`src/rtl/muldiv_unit.sv`:
```
// rtl/muldiv_unit.sv - iterative 32-bit multiply/divide unit; divide hardware only with MULDIV_DIV_EN
// Shift-add multiply / restoring divide on operand magnitudes, signs applied on the edge into DONE.
module muldiv_unit (
  input  logic        clk,
  input  logic        rst_n,
  input  logic        Start,
  input  logic [1:0]  Op,
  input  logic [31:0] Read_Data1,
  input  logic [31:0] ReadData2_Imm_Output,
  output logic        Busy,
  output logic        Done,
  output logic [31:0] HI,
  output logic [31:0] LO,
  output logic        Div_By_Zero
);
  typedef enum logic [1:0] {IDLE = 2'd0, RUN = 2'd1, DONE = 2'd2} state_t;

  state_t      state, state_nxt;
  logic [4:0]  count;
  logic [64:0] acc, acc_step;
  logic [31:0] m_q;
  logic        a_neg, b_neg;
  logic        in_a_neg, in_b_neg;
  logic [31:0] in_a_mag, in_b_mag;
  logic [32:0] mul_sum;
  logic [63:0] prod_res;
`ifdef MULDIV_DIV_EN
  logic        div_q;
  logic [31:0] a_q;
  logic [32:0] div_shift;
  logic [33:0] div_diff;
  logic [31:0] quo_res, rem_res;
`endif

  assign in_a_neg = Op[0] & Read_Data1[31];
  assign in_b_neg = Op[0] & ReadData2_Imm_Output[31];
  assign in_a_mag = in_a_neg ? -Read_Data1 : Read_Data1;
  assign in_b_mag = in_b_neg ? -ReadData2_Imm_Output : ReadData2_Imm_Output;

  assign Busy = (state != IDLE);
  assign Done = (state == DONE);

  always_comb begin
    state_nxt = state;
    case (state)
      IDLE: begin
        if (Start) begin
`ifdef MULDIV_DIV_EN
          state_nxt = RUN;
`else
          state_nxt = Op[1] ? DONE : RUN;
`endif
        end
      end
      RUN:     if (count == 5'd0) state_nxt = DONE;
      DONE:    state_nxt = IDLE;
      default: state_nxt = IDLE;
    endcase
  end

  // acc holds {carry, partial product, multiplier} or {0, remainder, quotient}
  always_comb begin
    mul_sum  = acc[0] ? (acc[64:32] + {1'b0, m_q}) : acc[64:32];
    acc_step = {1'b0, mul_sum, acc[31:1]};
`ifdef MULDIV_DIV_EN
    div_shift = {acc[63:32], acc[31]};
    div_diff  = {1'b0, div_shift} - {2'b00, m_q};
    if (div_q) begin
      if (div_diff[33]) acc_step = {1'b0, div_shift[31:0], acc[30:0], 1'b0};
      else              acc_step = {1'b0, div_diff[31:0], acc[30:0], 1'b1};
    end
    quo_res = (a_neg ^ b_neg) ? -acc_step[31:0]  : acc_step[31:0];
    rem_res = a_neg           ? -acc_step[63:32] : acc_step[63:32];
`endif
    prod_res = (a_neg ^ b_neg) ? -acc_step[63:0] : acc_step[63:0];
  end

  always_ff @(posedge clk or negedge rst_n) begin
    if (!rst_n) state <= IDLE;
    else        state <= state_nxt;
  end

  always_ff @(posedge clk or negedge rst_n) begin
    if (!rst_n) begin
      count       <= 5'd0;
      acc         <= '0;
      m_q         <= '0;
      a_neg       <= 1'b0;
      b_neg       <= 1'b0;
      HI          <= '0;
      LO          <= '0;
      Div_By_Zero <= 1'b0;
`ifdef MULDIV_DIV_EN
      div_q       <= 1'b0;
      a_q         <= '0;
`endif
    end else if (state == IDLE && Start) begin
      count <= 5'd31;
      a_neg <= in_a_neg;
      b_neg <= in_b_neg;
`ifdef MULDIV_DIV_EN
      div_q <= Op[1];
      a_q   <= Read_Data1;
      if (Op[1]) begin
        acc <= {33'd0, in_a_mag};
        m_q <= in_b_mag;
      end else begin
        acc <= {33'd0, in_b_mag};
        m_q <= in_a_mag;
      end
`else
      acc <= {33'd0, in_b_mag};
      m_q <= in_a_mag;
`endif
    end else if (state == RUN) begin
      acc <= acc_step;
      if (count != 5'd0) begin
        count <= count - 5'd1;
      end else begin
`ifdef MULDIV_DIV_EN
        if (div_q && m_q == 32'd0) begin
          HI          <= a_q;
          LO          <= 32'hFFFF_FFFF;
          Div_By_Zero <= 1'b1;
        end else if (div_q) begin
          HI          <= rem_res;
          LO          <= quo_res;
          Div_By_Zero <= 1'b0;
        end else begin
          {HI, LO}    <= prod_res;
          Div_By_Zero <= 1'b0;
        end
`else
        {HI, LO}    <= prod_res;
        Div_By_Zero <= 1'b0;
`endif
      end
    end
  end
endmodule

```
`config.mk`:
```
export PLATFORM = sky130hd
export DESIGN_NAME = muldiv_unit
export DESIGN_NICKNAME = d
export VERILOG_FILES = /design/src/rtl/muldiv_unit.sv
export SDC_FILE = /design/constraint.sdc
export NUM_CORES = 1
export LEC_CHECK = 0
export CAP_MARGIN = 20
export CORE_ASPECT_RATIO = 0.6
export CORE_MARGIN = 4
export CORE_UTILIZATION = 61
export DETAILED_ROUTE_END_ITERATION = 8
export PLACE_DENSITY = 0.95
export SKIP_CTS_REPAIR_TIMING = 1
export SLEW_MARGIN = 5
export SYNTH_ARGS = -nofsm -noshare
export SYNTH_HDL_FRONTEND = slang
export SYNTH_SLANG_ARGS = --single-unit
```
`constraint.sdc`:
```
create_clock -name clk -period 10.1 [get_ports clk]
set_clock_uncertainty 0.2 [all_clocks]
set_input_delay 2.525 -clock clk [delete_from_list [all_inputs] [get_ports clk]]
set_output_delay 2.525 -clock clk [all_outputs]
set_load 0.01 [all_outputs]
```
==> results of run 1 <==
## state kept, by name (all words and copies together), names as in the netlist
signal and cells:
count 5, LO 32, b_neg 1, m_q 32, HI 32, state 2, acc 64, a_neg 1
## stage by stage
stage	utilization, %	hold WS (ns)	cell area (µm²)	cells
4_1_cts	74.1	0.287	13600	1750
2_1_floorplan	-	0.250	11600	1422
6_report	74.1	0.281	13600	1750
3_3_place_gp	70.7	0.262	13000	1718
5_1_grt	74.1	0.302	13600	1750
3_5_place_dp	70.7	0.273	13000	1718
## layout make-up
| cell class | instances | share of cell area [%] |
|---|---|---|
| Tap cell | 240 | 2.20 |
| Multi-Input combinational cell | 1139 | 51.0 |
| Timing Repair Buffer | 144 | 10.4 |
| Clock inverter | 13 | 1.41 |
| Sequential cell | 169 | 31.0 |
| Inverter | 26 | 0.716 |
| Clock buffer | 19 | 3.25 |
## cell usage after synthesis, types with 4 or more instances
library cell and n:
nor2b_1 11, nand2_1 241, or4_1 9, a221oi_1 4
inv_1 26, nor4_1 12, or3_1 8, mux2i_1 11
o41ai_1 9, o31ai_1 25, xor2_1 62, and3_1 9
buf_2 6, a21o_1 10, a211oi_1 14, nand4_1 17
o21ai_0 156, o21a_1 12, nand2b_1 13, a21oi_1 74
o211ai_1 8, nor3b_1 4, nand3_1 49, ha_1 37
clkbuf_1 74, o21ai_1 16, nor3_1 27, and2_1 7
xnor2_1 79, a31oi_1 39, dfrtp_1 169, nor2_1 99
## worst register-to-register path, stage by stage (launching register included)
cell      delay [ns]
dfrtp_1         0.43
ha_1            0.28
fa_1            0.44
a21o_1          0.23
a211o_1         0.31
a221oi_1        0.73
and3_1          0.37
and3_1          0.20
nand4_1         0.20
or3_1           0.48
o31ai_1         0.38
xnor2_1         0.17
o21ai_1         0.08
## worst paths after layout
kind	startpoint	end	slack, ns	depth (start not counted)
setup reg to reg	m_q[0]$_DFFE_PN0P_	HI[28]$_DFFE_PN0P_	5.45	12
max in group asynchronous	rst_n	acc[0]$_DFFE_PN0P_	5.96	3
setup / recovery	ReadData2_Imm_Output[15]	acc[27]$_DFFE_PN0P_	4.40	11
hold reg to reg	LO[21]$_DFFE_PN0P_	LO[21]$_DFFE_PN0P_	0.28	2
hold / removal	LO[21]$_DFFE_PN0P_	LO[21]$_DFFE_PN0P_	0.28	2
min in group asynchronous	rst_n	LO[18]$_DFFE_PN0P_	1.83	1
## logic make-up after synthesis
group,count (synthesis),share of synthesized area (%)
AOI/OAI and AO/OA,414,22.4
xor gates and xnor gates,141,10.6
adders and majority gates,38,4.15
buffers and inverters,114,4.13
DFF,169,36.3
muxes,13,1.14
other,1,0.0322
and+or+nand+nor,532,21.2
## layer usage
metal	up-vias	global-route usage [%]	part of all wire, %
li1	5222	-	-
met1	5438	45.8	44
met2	645	47.5	43
met3	108	8.25	10
met4	0	9.80	2.7
met5	-	0	0
## power groups by stage
stage | combinational, mW | clock (mW) | sequential (mW)
global route | 2.89 | 0.748 | 1.12
CTS | 2.58 | 0.716 | 1.09
detailed placement | 2.54 | 0 | 1.10
global placement | 2.45 | 0 | 1.09
finish | 2.65 | 0.716 | 1.10
floorplan | 2.00 | 0 | 1.02
==> summary.md, run 1 <==
| Metric | Value |
|---|---|
| Outcome | complete, no violations |
| CP cell instances | clkdlybuf4s50_1 -> or4_1 -> or3_1 -> nor4_1 -> nand2b_1 -> or3_1 -> nor3_1 -> nor2_1 -> xor2_1 -> nor2_1 -> a31oi_1 |
| Worst slew pin tran | 1.10 ns |
| CP endpoint kind | register |
| Critical path class | in2reg |
| Die width | 186 µm |
| DR iter-0 viols | 1419 |
| N_diodes | 0 |
| Drt first pass iters | 7 |
| H-Tree Depth | 4 |
| Post-Route WL | 33.9 mm |
| Post-route clock period utilization | 56.5% |
| Post-synth EDFFs | 0 |
| Core ar. | 18400 µm² |
| Multi-input logic area | 6960 µm² |
| Class of the worst hold path | reg2reg |
| Site Rows | 38 |
| Switching Power | 2.20 mW |
| Slew headroom | 26.3% |
| Worst setup SP type | input pin |
| CP Data Required Time | 10.27 ns |
| Leading register cell type out of synthesis | dfrtp_1 |
| Latest clock arrival within the worst-skew pair | 0.45 ns |
| Number of max-cap violations | 0 |
| Longest Clk Path Bufs | 2 |
| Yosys warnings | 0 |
| CTS tree | yes |
| Cell taking the most area after synthesis | dfrtp_1 |
| Post-route antenna net violation count | 0 |
| Setup TNS | 0 ns |
| Root Buffer | clkbuf_16 |
| Setup violations, final | 0 |
| GPL Wtd Cong | 0.971 |
| RSZ-0062 raised after global routing | false |
| Slew Limit Fails | 0 |
| Via-to-Cell Ratio | 6.52 |
| Global-route wire length before repair | 55.8 mm |
| Synth-to-layout area growth | 17.2% |
| #FFs+latches synth | 169 |
| Fillers | 1296 |
| Most common cell after layout, fill and taps aside | nand2_1 |
| Maximum vdd drop | 0.000191 V |
| DRC violations left | 0 |
| Worst path top cell family by delay | simple AND/OR/NAND/NOR gates |
| Gr ovfl total | 0 |
| Clock slew at reported path FFs | 0.07 ns |
| CP bufs+invs | 1 |
| Unique masters post-synth | 88 |
| Final worst slack | 4.40 ns |
| Arr. time, crit path | 5.87 ns |
| Total power | 4.46 mW |
| Syn Inst Count | 1422 |
| Sequential power share | 24.7% |
| Routed len/inst | 19.4 µm |
| Layout net count | 1604 |
| Sequential cell area | 4230 µm² |
| Int Power | 2.27 mW |
| Worst Path Max Fanout | 4 |
| Via count | 11400 |
| Top post-synthesis cells by area | dfrtp_1 (36%), nand2_1 (7.8%), o21ai_0 (6.7%) |
| Initial Utilization | 63.2% |
| CP max-delay cell | or4_1 |
| Pin count of the biggest net entering global routing | 124 |
| Die ar. | 21400 µm² |
| Leak | 5.63 nW |
| PD cells | 327 nW/µm² |
| Vias in the first global route | 10800 |
| Boundary pin count | 136 |
| Min cycle time layout | 5.70 ns |
| Port bufs | 134 |
| TritonCTS Buffers | 17 |
| Largest stage delay, worst path | 0.58 ns |
| Post-synthesis sequential area ratio | 36.3% |
| Pre-CTS setup slack | 4.07 ns |
| Power share of the clock group | 16.0% |
| Synth Area per Inst | 8.18 µm² |
| Die Y | 115 µm |
| Mapped cell area | 11600 µm² |
| Syn nets | 1529 |
| Comb pwr share | 59.3% |
| Layout cells sized above 1 | 5.17% |
| Clk sinks | 169 |
| Yosys top cell area share | 36.3% |
| Post-DP HPWL | 24.1 mm |
| Fin. Hold Viols | 0 |
| Max Fclk | 175 MHz |
| Asr flop ratio synth | 100% |
| Initial antenna violation count | 0 |
| GRT Overall Usage | 31.7% |
| Commonest cells after routing, fill and taps aside | nand2_1 (240), dfrtp_1 (168), o21ai_0 (156) |
| Sw Share | 49.2% |
Power figures use the tool's default switching activity.
==> run 2, diff against run 1 <==
--- a/config.mk
+++ b/config.mk
@@ -8,9 +8,9 @@
 export CAP_MARGIN = 20
 export CORE_ASPECT_RATIO = 0.6
 export CORE_MARGIN = 4
-export CORE_UTILIZATION = 61
+export CORE_UTILIZATION = 57
 export DETAILED_ROUTE_END_ITERATION = 8
-export PLACE_DENSITY = 0.95
+export PLACE_DENSITY = 0.92
 export SKIP_CTS_REPAIR_TIMING = 1
 export SLEW_MARGIN = 5
 export SYNTH_ARGS = -nofsm -noshare
==> constraint.sdc (replaced) <==
create_clock -name clk -period 5.93 [get_ports clk]
set_clock_uncertainty 0.2 [all_clocks]
set_input_delay 1.4825 -clock clk [delete_from_list [all_inputs] [get_ports clk]]
set_output_delay 1.4825 -clock clk [all_outputs]
set_load 0.01 [all_outputs]
==> run 2 against run 1 <==
Compared with the run above:
- clock power rose by 61%
- sequential cell count unchanged
- critical path type unchanged
- worst hold slack worse by 0.0031 ns
- via count is 2.3% lower
- total power is 69% higher
- combinational power up 70%
- largest power group unchanged
- register-to-register slack got worse by 4.0 ns
- routed wire length fell by 1.1%
- final cell count rose by 2.1%
- largest cell class unchanged
==> summary.md, run 2 (same netlist as run 1, synthesis figures left out) <==
| Metric | Value |
|---|---|
| Vias in the first global route | 10300 |
| Die Y | 119 µm |
| Fin. Hold Viols | 0 |
| Longest Clk Path Bufs | 2 |
| GRT Overall Usage | 29.3% |
| Boundary pin count | 136 |
| Largest stage delay, worst path | 0.57 ns |
| CTS tree | yes |
| Post-route antenna net violation count | 0 |
| Flip-flop count of the largest register after layout | 64 |
| Multi-input logic area | 6960 µm² |
| Setup violations, final | 0 |
| Min cycle time layout | 4.48 ns |
| TritonCTS Buffers | 17 |
| Slew headroom | 27.9% |
| Die ar. | 22800 µm² |
| DRC violations left | 0 |
| Number of max-cap violations | 0 |
| Post-Route WL | 33.5 mm |
| Layout net count | 1608 |
| Gr ovfl total | 0 |
| Drt first pass iters | 6 |
| Site Rows | 40 |
| Worst slew pin tran | 1.07 ns |
| Layout cells sized above 1 | 5.35% |
| Fillers | 1557 |
| Via-to-Cell Ratio | 6.25 |
| Finished Cell Area | 13700 µm² |
| Initial antenna violation count | 0 |
| Post-DP HPWL | 24.2 mm |
| CP Data Required Time | 6.09 ns |
| DR iter-0 viols | 1296 |
| Via count | 11200 |
| Most common cell after layout, fill and taps aside | nand2_1 |
| Maximum vdd drop | 0.000325 V |
| Sequential cell area | 4230 µm² |
| Most used cell, CP | or3_1 |
| Max Fclk | 223 MHz |
| Pin count of the biggest net entering global routing | 99 |
| Critical path class | in2reg |
| Arr. time, crit path | 4.64 ns |
| Leak | 5.64 nW |
| H-Tree Depth | 4 |
| Clk sinks | 169 |
| Slew Limit Fails | 0 |
| Worst Path Max Fanout | 4 |
| RSZ-0062 raised after global routing | false |
| CP max-delay cell | or4_1 |
| Setup TNS | 0 ns |
| Routed len/inst | 18.8 µm |
| Outcome | complete, no violations |
| Die width | 192 µm |
| Initial Utilization | 58.1% |
| Core ar. | 20000 µm² |
| Global-route wire length before repair | 54.0 mm |
| Placed inst area | 13100 µm² |
| Port bufs | 134 |
| GPL Wtd Cong | 0.930 |
| Post-route clock period utilization | 75.5% |
| CP cell instances | clkdlybuf4s50_1 -> or4_1 -> or3_1 -> nor4_1 -> nand2b_1 -> or3_1 -> nor3_1 -> nand3b_1 -> nand2_1 -> a21oi_1 -> a211oi_1 |
| Commonest cells after routing, fill and taps aside | nand2_1 (240), dfrtp_1 (168), o21ai_0 (156) |
| Clock slew at reported path FFs | 0.07 ns |
| PD cells | 553 nW/µm² |
| Latest clock arrival within the worst-skew pair | 0.44 ns |
| Worst setup SP type | input pin |
| Synth-to-layout area growth | 17.5% |
| N_diodes | 0 |
| Class of the worst hold path | reg2reg |
| Hold slack | 0.278 ns |
| CP endpoint kind | register |
| Most flops, register | acc |
| Root Buffer | clkbuf_16 |
## run 2: cell types whose count changed in the layout (fill, tap and decap cells not counted)
cell        change
buf_6           +1
clkinvlp_4      -2
clkinv_4        +1
inv_8           -1
bufinv_16       -2
buf_4           +3
clkbuf_8        +3
## run 2: final cells by class
type	instances	share of cell area [%]
clock buffers	22	3.54
clock inverters	9	0.842
inverters	26	0.714
multi-input cells	1139	50.9
flip-flops and latches	169	30.9
well taps	273	2.50
repair buffers	148	10.6
## run 2: metrics by stage
step	power, mW	util [%]	setup WS (ns)	cells
3_5_place_dp	6.25	65.3	1.04	1754
6_report	7.56	68.3	1.45	1786
2_1_floorplan	5.14	-	1.85	1422
4_1_cts	7.44	68.3	1.49	1785
5_1_grt	8.07	68.3	1.19	1786
3_3_place_gp	6.10	65.3	1.20	1754
## run 2: worst max-delay path, delay by kind of cell
| kind | cells | cell delay (ns) |
|---|---|---|
| compound gates | 2 | 0.30 |
| buf+inv | 1 | 0.47 |
| simple gates | 8 | 2.38 |
## run 2: where the power goes
| group | total [mW] | internal [mW] | switching [mW] |
|---|---|---|---|
| registers | 1.90 | 1.49 | 0.411 |
| clock network | 1.15 | 0.666 | 0.489 |
| logic | 4.51 | 1.67 | 2.84 |
## run 2: final timing paths
path	to	from	slack [ns]	cells past startpoint
setup reg to reg	HI[28]$_DFFE_PN0P_	acc[34]$_DFFE_PN0P_	1.50	12
setup / recovery	acc[31]$_DFFE_PN0P_	ReadData2_Imm_Output[15]	1.45	11
max in group asynchronous	m_q[30]$_DFFE_PN0P_	rst_n	3.41	2
hold / removal	LO[17]$_DFFE_PN0P_	LO[17]$_DFFE_PN0P_	0.28	2
min in group asynchronous	LO[17]$_DFFE_PN0P_	rst_n	0.96	1
hold reg to reg	LO[17]$_DFFE_PN0P_	LO[17]$_DFFE_PN0P_	0.28	2
## run 2: metal layers
layer  part of all wire (%)  global-route usage (%)  vias up
li1                       -                       -     5218
met1                     45                    45.2     5271
met2                     43                    42.8      606
met3                    9.8                    5.76       60
met4                    1.6                    6.01        0
met5                      0                       0        -
